## src/rtl/adc_spi_pkg.sv

```systemverilog
// Shared types and default sizing for the ADC-emulating SPI responder.
package adc_spi_pkg;

  typedef enum logic [1:0] {IDLE, SHIFT, DONE} state_e;

  localparam int DEF_DATA_W      = 12;
  localparam int DEF_FRAME_W     = 16;
  localparam int DEF_CMD_W       = 6;
  localparam int DEF_SYNC_STAGES = 2;
  localparam int CNT_W           = $clog2(DEF_FRAME_W + 1);

  function automatic int cnt_w(input int frame_w);
    return $clog2(frame_w + 1);
  endfunction

endpackage

```

## src/rtl/spi_pin_sync.sv

```systemverilog
// Multi-flop synchronizer for one SPI pin with rise/fall detection.
module spi_pin_sync
  import adc_spi_pkg::*;
#(
  parameter int   SYNC_STAGES = DEF_SYNC_STAGES,
  parameter logic RST_VAL     = 1'b0
) (
  input  logic gclk,
  input  logic grst_n,
  input  logic pin,
  output logic level,
  output logic rise,
  output logic fall
);

  // Top element holds the previous synchronized level for edge detection.
  logic [SYNC_STAGES:0] sync_q;
  // Edges are reported only once real pin samples have reached the compare
  // point, so a pin already low at reset release never reads as a fall.
  logic [SYNC_STAGES:0] vld_pipe;

  always_ff @(posedge gclk or negedge grst_n) begin
    if (!grst_n) begin
      sync_q   <= {(SYNC_STAGES+1){RST_VAL}};
      vld_pipe <= '0;
    end else begin
      sync_q   <= {sync_q[SYNC_STAGES-1:0], pin};
      vld_pipe <= {vld_pipe[SYNC_STAGES-1:0], 1'b1};
    end
  end

  assign level = sync_q[SYNC_STAGES-1];
  assign rise  = vld_pipe[SYNC_STAGES] &&  level && !sync_q[SYNC_STAGES];
  assign fall  = vld_pipe[SYNC_STAGES] && !level &&  sync_q[SYNC_STAGES];

endmodule

```

## src/rtl/adc_spi_responder.sv

```systemverilog
// SPI mode-0 slave standing in for the ADC: captures a command from MOSI and
// shifts a held sample out on MISO each frame, all in the system clock domain.
module adc_spi_responder
  import adc_spi_pkg::*;
#(
  parameter int DATA_W      = DEF_DATA_W,
  parameter int FRAME_W     = DEF_FRAME_W,
  parameter int CMD_W       = DEF_CMD_W,
  parameter int SYNC_STAGES = DEF_SYNC_STAGES
) (
  input  logic              clk_0_clk,
  input  logic              reset_0_reset_n,
  input  logic              spi_sclk,
  input  logic              spi_ss_n,
  input  logic              spi_mosi,
  output logic              spi_miso,
  output logic              spi_miso_oe,
  input  logic [DATA_W-1:0] sample_data,
  input  logic              sample_valid,
  output logic              sample_ready,
  output logic [CMD_W-1:0]  cmd_data,
  output logic              cmd_valid,
  output logic              frame_err,
  output logic              underrun
);

  localparam int CW       = cnt_w(FRAME_W);
  localparam int PAD      = FRAME_W - DATA_W;
  localparam int NUM_PINS = 3;
  localparam int P_SCLK   = 0;
  localparam int P_SS     = 1;
  localparam int P_MOSI   = 2;

  logic [NUM_PINS-1:0] pin_raw, pin_lvl, pin_rise, pin_fall;

  assign pin_raw = {spi_mosi, spi_ss_n, spi_sclk};

  for (genvar i = 0; i < NUM_PINS; i++) begin : g_sync
    spi_pin_sync #(
      .SYNC_STAGES (SYNC_STAGES),
      .RST_VAL     (i == P_SS)
    ) u_sync (
      .gclk   (clk_0_clk),
      .grst_n (reset_0_reset_n),
      .pin    (pin_raw[i]),
      .level  (pin_lvl[i]),
      .rise   (pin_rise[i]),
      .fall   (pin_fall[i])
    );
  end

  logic unused_pins;
  assign unused_pins = pin_lvl[P_SCLK] ^ pin_rise[P_MOSI] ^ pin_fall[P_MOSI];

  logic ss_lvl, ss_rise, ss_fall, sclk_rise, sclk_fall, mosi_lvl;
  assign ss_lvl    = pin_lvl[P_SS];
  assign ss_rise   = pin_rise[P_SS];
  assign ss_fall   = pin_fall[P_SS];
  assign sclk_rise = pin_rise[P_SCLK];
  assign sclk_fall = pin_fall[P_SCLK];
  assign mosi_lvl  = pin_lvl[P_MOSI];

  state_e             state, state_nxt;
  logic [CW-1:0]      bit_cnt, cnt_nxt;
  logic               frame_start, frame_end, abort, accept;
  logic               rdy_en, hold_full;
  logic [DATA_W-1:0]  hold, last_sample, src;
  logic [FRAME_W-1:0] shift_out, shift_in, shift_in_nxt;

  always_ff @(posedge clk_0_clk or negedge reset_0_reset_n) begin
    if (!reset_0_reset_n) state <= IDLE;
    else                  state <= state_nxt;
  end

  // A final SCLK rise coinciding with SS_n rising still completes the frame.
  always_comb begin
    state_nxt   = state;
    frame_start = 1'b0;
    frame_end   = 1'b0;
    abort       = 1'b0;
    cnt_nxt     = bit_cnt + CW'(sclk_rise);
    case (state)
      IDLE: if (ss_fall) begin
        state_nxt   = SHIFT;
        frame_start = 1'b1;
      end
      SHIFT: begin
        if (sclk_rise && bit_cnt == CW'(FRAME_W - 1)) begin
          frame_end = 1'b1;
          state_nxt = ss_rise ? IDLE : DONE;
        end else if (ss_rise) begin
          state_nxt = IDLE;
          abort     = (cnt_nxt != '0);
        end
      end
      DONE:    if (ss_rise) state_nxt = IDLE;
      default: state_nxt = IDLE;
    endcase
  end

  // Frame source priority: held sample, then same-cycle bypass, then resend.
  assign src          = hold_full ? hold : (sample_valid ? sample_data : last_sample);
  assign accept       = sample_valid && sample_ready && !frame_start;
  assign shift_in_nxt = {shift_in[FRAME_W-2:0], mosi_lvl};
  assign sample_ready = rdy_en && !hold_full;

  always_ff @(posedge clk_0_clk or negedge reset_0_reset_n) begin
    if (!reset_0_reset_n) begin
      rdy_en      <= 1'b0;
      hold_full   <= 1'b0;
      hold        <= '0;
      last_sample <= '0;
      shift_out   <= '0;
      shift_in    <= '0;
      bit_cnt     <= '0;
      cmd_data    <= '0;
      cmd_valid   <= 1'b0;
      frame_err   <= 1'b0;
      underrun    <= 1'b0;
    end else begin
      rdy_en    <= 1'b1;
      cmd_valid <= frame_end;
      frame_err <= abort;
      underrun  <= frame_start && !hold_full && !sample_valid;

      if (accept) begin
        hold      <= sample_data;
        hold_full <= 1'b1;
      end else if (frame_start) begin
        hold_full <= 1'b0;
      end

      if (frame_start) begin
        shift_out   <= FRAME_W'(src) << PAD;
        last_sample <= src;
        bit_cnt     <= '0;
      end else if (state == SHIFT) begin
        if (sclk_rise) begin
          shift_in <= shift_in_nxt;
          bit_cnt  <= cnt_nxt;
        end
        if (sclk_fall && bit_cnt != '0) shift_out <= shift_out << 1;
      end

      if (frame_end) cmd_data <= shift_in_nxt[FRAME_W-1 -: CMD_W];
      if (state != IDLE && state_nxt == IDLE) bit_cnt <= '0;
    end
  end

  assign spi_miso_oe = !ss_lvl;
  assign spi_miso    = spi_miso_oe && (state == SHIFT) && shift_out[FRAME_W-1];

endmodule
```

## config.mk

```make
export PLATFORM = sky130hd
export DESIGN_NAME = adc_spi_responder
export DESIGN_NICKNAME = d
export VERILOG_FILES = /design/src/rtl/adc_spi_pkg.sv /design/src/rtl/spi_pin_sync.sv /design/src/rtl/adc_spi_responder.sv
export SDC_FILE = /design/constraint.sdc
export NUM_CORES = 1
export LEC_CHECK = 0
export CORE_ASPECT_RATIO = 1.1
export CORE_MARGIN = 2
export CORE_UTILIZATION = 45
export CTS_BUF_LIST = sky130_fd_sc_hd__clkbuf_8
export CTS_CLUSTER_DIAMETER = 200
export DETAILED_ROUTE_END_ITERATION = 6
export HOLD_SLACK_MARGIN = 0.15
export PLACE_DENSITY = 0.7
export SLEW_MARGIN = 20
export SYNTH_ARGS = -nofsm -noshare
export SYNTH_HDL_FRONTEND = slang
export SYNTH_SLANG_ARGS = --single-unit
```

## constraint.sdc

```tcl
create_clock -name clk_0_clk -period 5 [get_ports clk_0_clk]
set_clock_uncertainty 0.2 [all_clocks]
set_input_delay 0.75 -clock clk_0_clk [delete_from_list [all_inputs] [get_ports clk_0_clk]]
set_output_delay 0.75 -clock clk_0_clk [all_outputs]
set_load 0.01 [all_outputs]
```

==> run metrics, run 1 <==
P_int=~0.0013 W; Initial Util=0.4626; setup slack, reg-to-reg=approximately 2.3 ns; Power Density=432.9 mW/mm^2; hold endpoint=g_sync[0].u_sync.vld_pipe[2]$_DFF_PN0_; hold crit path type=flip-flop to flip-flop; pre-CTS setup slack=a little under 2 ns; CTS tree=built; CP Data Arrival Time=1.97 ns; reg-to-reg startpoint=g_sync[1].u_sync.sync_q[1]$_DFF_PN1_; most frequent cells in the layout=dfrtp_1 (76), mux2_2 (44), nand2_1 (34); clk sinks=around 80; commonest non-fill, non-tap cell in the layout=dfrtp_1; Num CTS Buffers=9; post-CTS sizing=0; Core ar.=0.007432 sq mm; Crit-path slowest cell=clkdlybuf4s50_1; delay-heaviest family, CP=simple AND/OR/NAND/NOR gates; Setup Viol. Count Final=0; slew margin rel.=0.4671; crit path buf inv count=1; Worst Reg2Reg Path Length in Cells=5; DRT iter0 DRCs=between 100 and 150; die area=between 0.008 and 0.009 sq mm; max-slew violations=0; Final TNS setup=0 ns; number of global-route vias before repair=roughly 2.2k; Worst Hold Depth=0; Post-synth EDFFs=0; CP Class=flip-flop to output port; fin nets=around 330; Rows=33; drt via density=approximately 5.3; post-CTS setup buffers=0; Synthesized Nets=300; Max FO, Critical Path=10; status=finished, final reports clean; DRT Pass-1 Iters=4; Psw=0.0004575 W; Final Hold Viols=0; largest net degree at the start of global routing=80; LEAKAGE=1.851 nW; layout cell share with drive strength beyond 1=0.2444; Cells after Synth=280; Final Worst Setup Slack=~2.1 ns; Worst EP required=slightly above 4 ns; die height=between 90 and 100 microns; combinational fraction of design power=0.187; Slew @ Worst Pin=0.7984 ns; Min-Delay Startpoint=g_sync[1].u_sync.vld_pipe[1]$_DFF_PN0_; period utilization=0.5833; antenna cells=0; ys async rst share=1.000; clock root cell=clkbuf_8; total vias in the final route=between 2k and 2.5k; largest stage delay on the critical path=0.57 ns; crit-path cells=nand2b_1, nor3b_1, clkdlybuf4s50_1; GPL Wtd Cong=between 0.7 and 0.8; CTS clk-pin slew, worst paths=approximately 0.080 ns; Tot GR Track Use=0.1658; I/O pin total=30; Synth Flop Type=dfrtp_1; area growth from synthesis to layout=16.27%; Die Wd=~87 microns; top cell type by total area after synthesis=dfrtp_1; sequential share of the synthesized area=0.5761; grt total ovfl=0; drt total wl=slightly above 6000 microns; clock power share=0.301; Antenna Nets Post-Route=0; #FFs+latches synth=between 70 and 80; first-pass GRT wire length=~11000 microns; crit path capture type=output port; RSZ-0062 raised after global routing=false; hold buffers post-CTS=0; VDD IR-drop max=around 260 uV; cell area after synthesis=around 0.0034 sq mm; Clk Latency, worst-skew pair=0.35 ns; Sw Ratio=0.2643; syn avg cell area=12.28 sq um; post-synth top area share=0.5531; reg2reg end=hold[2]$_DFFE_PN0P_; top cells by area, synth=dfrtp_1 (55%), mux2_2 (14%), nand2_1 (3.7%); Worst setup SP type=flip-flop; Bufs on Longest Clock Path=2; post-route minimum period=2.917 ns; sequential group share of total power=0.512; initial antenna violation count=0; highest clock rate=between 300 and 400 MHz; # port buffers=29; WL/cell=15.46 microns; H-tree levels=3; HPWL reported at the end of detailed placement=roughly 4000 microns; Syn. warnings=0; DRC=0; max-capacitance violation count=0; synth unique cells=42
cell families (layout without fill, tap and decap cells):
logic type,after synthesis,after routing,synth area share
DFF,79,79,0.5761
and+or+nand+nor,77,77,0.1190
muxes,55,55,0.1834
AOI/OAI and AO/OA,37,37,0.07278
buffers and inverters,26,57,0.03275
xor gates and xnor gates,3,3,0.007643
adders and majority gates,2,2,0.007277
other,1,1,0.001091
power groups by stage:
stage / sequential [W] / clock [W] / combinational [W]
after floorplan: 0.000863 / 0 / 0.000265
after global placement: 0.000893 / 0 / 0.000319
after detailed placement: 0.000900 / 0 / 0.000327
after CTS: 0.000888 / 0.000535 / 0.000329
after global routing: 0.000909 / 0.000559 / 0.000371
final: 0.000887 / 0.000521 / 0.000323
state kept, by name, indices dropped and copies added, names as in the netlist, 2 cells and up:
name                    count
shift_in                   15
hold                       12
last_sample                12
shift_out                  12
g_sync.u_sync.sync_q        8
cmd_data                    6
bit_cnt                     5
g_sync.u_sync.vld_pipe      3
state                       2
worst register-to-register path: stages (launching register included):
cell and delay (ns):
dfstp_2 0.58, nor4b_2 0.06, buf_4 0.19, nand2_1 0.55, and3_1 0.63, mux2_2 0.40
through the flow:
step	hold slack, ns	std cells	utilization	total power, W	instance area (sq um)
after floorplan	0.1312	280	-	0.001127	3438
after global placement	0.1323	382	0.5074	0.001212	3771
after detailed placement	0.1364	382	0.5074	0.001227	3771
after CTS	0.1513	398	0.5374	0.001752	3994
after global routing	0.1621	398	0.5379	0.001838	3998
final	0.1493	398	0.5379	0.001731	3998
cell usage after synthesis (2+ instances only):
library cell / n
a21boi_0: 4
a21oi_1: 5
and2_1: 2
and3b_1: 2
buf_1: 3
buf_2: 5
clkbuf_1: 5
dfrtp_1: 76
dfstp_2: 3
ha_1: 2
inv_1: 11
mux2_2: 44
mux2_4: 5
mux2i_1: 6
nand2_1: 34
nand2b_1: 11
nand3_1: 2
nand4_1: 2
nor2_1: 8
nor3_1: 4
o2111ai_1: 10
o21ai_0: 14
xnor2_1: 3
layer usage:
layer  vias up  global-route usage  part of all wire
met5         -                   0                 0
met4         0             0.06538             0.017
met3        13             0.03636             0.037
met2        36              0.2569              0.46
met1      1037              0.2272              0.49
li1       1033                   -                 -
final cells by class:
cell class	instances	area, sq um
clock buffers	10	137.6
clock inverters	6	85.08
fillers	634	3435
inverters	11	41.29
multi-input cells	175	1345
flip-flops and latches	79	1981
well taps	87	108.9
repair buffers	30	299.0
how the worst max path moves through the flow:
stage | from | endpoint | slack (ns) | depth (start not counted)
floorplan | sample_valid | shift_out[7]$_DFFE_PN0P_ | 2.59 | 6
global placement | sample_valid | hold[4]$_DFFE_PN0P_ | 1.95 | 3
detailed placement | sample_valid | hold[2]$_DFFE_PN0P_ | 1.94 | 3
CTS | state[1]$_DFF_PN0_ | spi_miso | 2.05 | 3
global route | state[1]$_DFF_PN0_ | spi_miso | 1.93 | 3
finish | state[1]$_DFF_PN0_ | spi_miso | 2.08 | 3
(Power assumes the default switching activity.)
==> run 2: changes to the inputs <==
- clock period: 5 -> 2.7 ns (I/O delays scaled with it)
==> run 2 against run 1 <==
Compared with the run above:
- total power increased by 79%
- critical path depth is the same
- worst hold slack worse by 0.0022 ns
- routed wire length up 0.94%
- global-route usage is 0.25 points higher
- sequential share of layout area is 0.81 points lower
- final area is 1.7% higher
- sequential power up 83%
- setup slack lost 1.7 ns
==> run metrics, run 2 (synthesis gave the netlist of run 1 again) <==
hold crit path type=flip-flop to flip-flop (unchanged); CP Class=flip-flop to output port (unchanged); Final Hold Viols=0 (unchanged); most frequent cells in the layout=dfrtp_1 (76), mux2_2 (44), nand2_1 (34) (unchanged); period utilization=0.8550; Worst EP required=2.10 ns (was 4.05 ns); Worst setup SP type=flip-flop (unchanged); CTS clk-pin slew, worst paths=0.07 ns (was 0.08 ns); I/O pin total=30 (unchanged); Setup Viol. Count Final=0 (unchanged); Bufs on Longest Clock Path=2 (unchanged); fin nets=336 (was 326); GPL Wtd Cong=0.7950 (was 0.7888); clock power share=0.270 (was 0.301); Crit-path slowest cell=clkdlybuf4s50_1 (unchanged); CP Data Arrival Time=1.70 ns (was 1.97 ns); post-route minimum period=approximately 2.3 ns; placed inst area=0.003864 sq mm (was 0.003771 sq mm); Sw Ratio=0.2670 (was 0.2643); Antenna Nets Post-Route=0 (unchanged); H-tree levels=3 (unchanged); HPWL reported at the end of detailed placement=4147 microns (was 3953 microns); setup slack, reg-to-reg=0.44 ns (was 2.26 ns); slew margin rel.=0.6083 (was 0.4671); highest metal used=met4 (unchanged); first-pass GRT wire length=10650 microns (was 10610 microns); grt total ovfl=0 (unchanged); commonest non-fill, non-tap cell in the layout=dfrtp_1 (unchanged); crit path capture type=output port (unchanged); antenna cells=0 (unchanged); number of global-route vias before repair=2166 (was 2181); status=finished, final reports clean (unchanged); post-CTS sizing=0 (unchanged); layout cell share with drive strength beyond 1=0.2617 (was 0.2444); Final TNS setup=0 ns (unchanged); total vias in the final route=2175 (was 2119); LEAKAGE=1.899 nW (was 1.851 nW); drt via density=5.331 (was 5.324); combinational fraction of design power=0.208 (was 0.187); largest register by flop count=shift_in (unchanged); Max FO, Critical Path=5 (was 10); WL/cell=15.22 microns (was 15.46 microns); DRT Pass-1 Iters=4 (unchanged); Largest register FFs=15 (unchanged); max-slew violations=0 (unchanged); Psw=0.0008295 W (was 0.0004575 W); Metal-1 WL=2912 microns (was 2998 microns); max-capacitance violation count=0 (unchanged); highest clock rate=between 400 and 500 MHz; VDD IR-drop max=451.3 uV (was 264.8 uV); Rows=33 (unchanged); CTS tree=built (unchanged); drt total wl=6211 microns (was 6153 microns); Tot GR Track Use=0.1683 (was 0.1658); met3 routed WL=256 microns (was 229 microns); Initial Util=0.4626 (unchanged); die height=95.68 microns (unchanged); Power Density=764.4 mW/mm^2 (was 432.9 mW/mm^2); crit-path cells=nand2b_1, nor3b_1, clkdlybuf4s50_1 (unchanged); Slew @ Worst Pin=0.5831 ns (was 0.7984 ns); Core ar.=0.007432 sq mm (unchanged); Final Cell Area=0.004064 sq mm (was 0.003998 sq mm); DRC=0 (unchanged); Num CTS Buffers=9 (unchanged); Die Wd=87.35 microns (unchanged); post-layout util=0.5468 (was 0.5379); initial antenna violation count=0 (unchanged); P_int=0.002277 W (was 0.001273 W); clk sinks=79 (unchanged); RSZ-0062 raised after global routing=false (unchanged); met2 routed WL=2959 microns (was 2818 microns); clock root cell=clkbuf_8 (unchanged); largest stage delay on the critical path=0.56 ns (was 0.57 ns); Tot Pwr=0.003106 W (was 0.001731 W); largest net degree at the start of global routing=43 (was 80); area growth from synthesis to layout=18.20% (was 16.27%); die area=0.008357 sq mm (unchanged); # port buffers=29 (unchanged); sequential group share of total power=0.523 (was 0.512); DRT iter0 DRCs=90 (was 115); Clk Latency, worst-skew pair=0.34 ns (was 0.35 ns)
## run 2: final cells by class
cell class,count,area (sq um)
clock buffer,10,137.6
fill,639,3368
tap,87,108.9
inverter,11,41.29
timing repair buffer,40,397.9
clock inverter,6,52.55
multi-input combinational,175,1345
sequential,79,1981
## run 2: routing by layer
| metal | global-route usage | vias up |
|---|---|---|
| met1 | 0.2180 | 1070 |
| met4 | 0.05385 | 0 |
| met2 | 0.2689 | 50 |
| met3 | 0.05368 | 10 |
| li1 | - | 1045 |
| met5 | 0 | - |
## run 2: power by group through the flow
| stage | combinational (W) | sequential, W | clock, W |
|---|---|---|---|
| 3_5_place_dp | 0.000650 | 0.00164 | 0 |
| 3_3_place_gp | 0.000632 | 0.00163 | 0 |
| 6_report | 0.000645 | 0.00162 | 0.000838 |
| 5_1_grt | 0.000734 | 0.00166 | 0.000914 |
| 4_1_cts | 0.000653 | 0.00162 | 0.000871 |
| 2_1_floorplan | 0.000490 | 0.00160 | 0 |
## run 2: worst paths after layout
kind / cells after the start / startpoint / to
worst min-delay path: 0 / g_sync[1].u_sync.vld_pipe[1]$_DFF_PN0_ / g_sync[0].u_sync.vld_pipe[2]$_DFF_PN0_
min in group asynchronous: 2 / reset_0_reset_n / last_sample[2]$_DFFE_PN0P_
max in group asynchronous: 3 / reset_0_reset_n / shift_in[0]$_DFFE_PN0P_
worst max-delay path: 3 / state[1]$_DFF_PN0_ / spi_miso
worst max register to register: 8 / g_sync[0].u_sync.sync_q[2]$_DFF_PN0_ / bit_cnt[4]$_DFFE_PN0P_
worst min register to register: 0 / g_sync[1].u_sync.vld_pipe[1]$_DFF_PN0_ / g_sync[0].u_sync.vld_pipe[2]$_DFF_PN0_
## run 2: worst max-delay path: cells and delay by family (launching register included)
family	cells	cell delay, ns
buffers and inverters	1	0.56
DFF	1	0.42
and+or+nand+nor	2	0.38
## run 2: timing repair
action                                 4_1_cts  5_1_grt
buffers inserted                             0        0
hold buffers                                 1        0
endpoints found under the hold margin       34        0
## run 2: stage by stage
stage               setup WS (ns)  instances  hold slack [ns]
floorplan                  0.5467        280         -0.09059
global placement           0.3275        391           0.1333
detailed placement         0.2922        391           0.1370
CTS                        0.3514        408           0.1553
global route               0.2527        408           0.1573
finish                     0.3915        408           0.1471
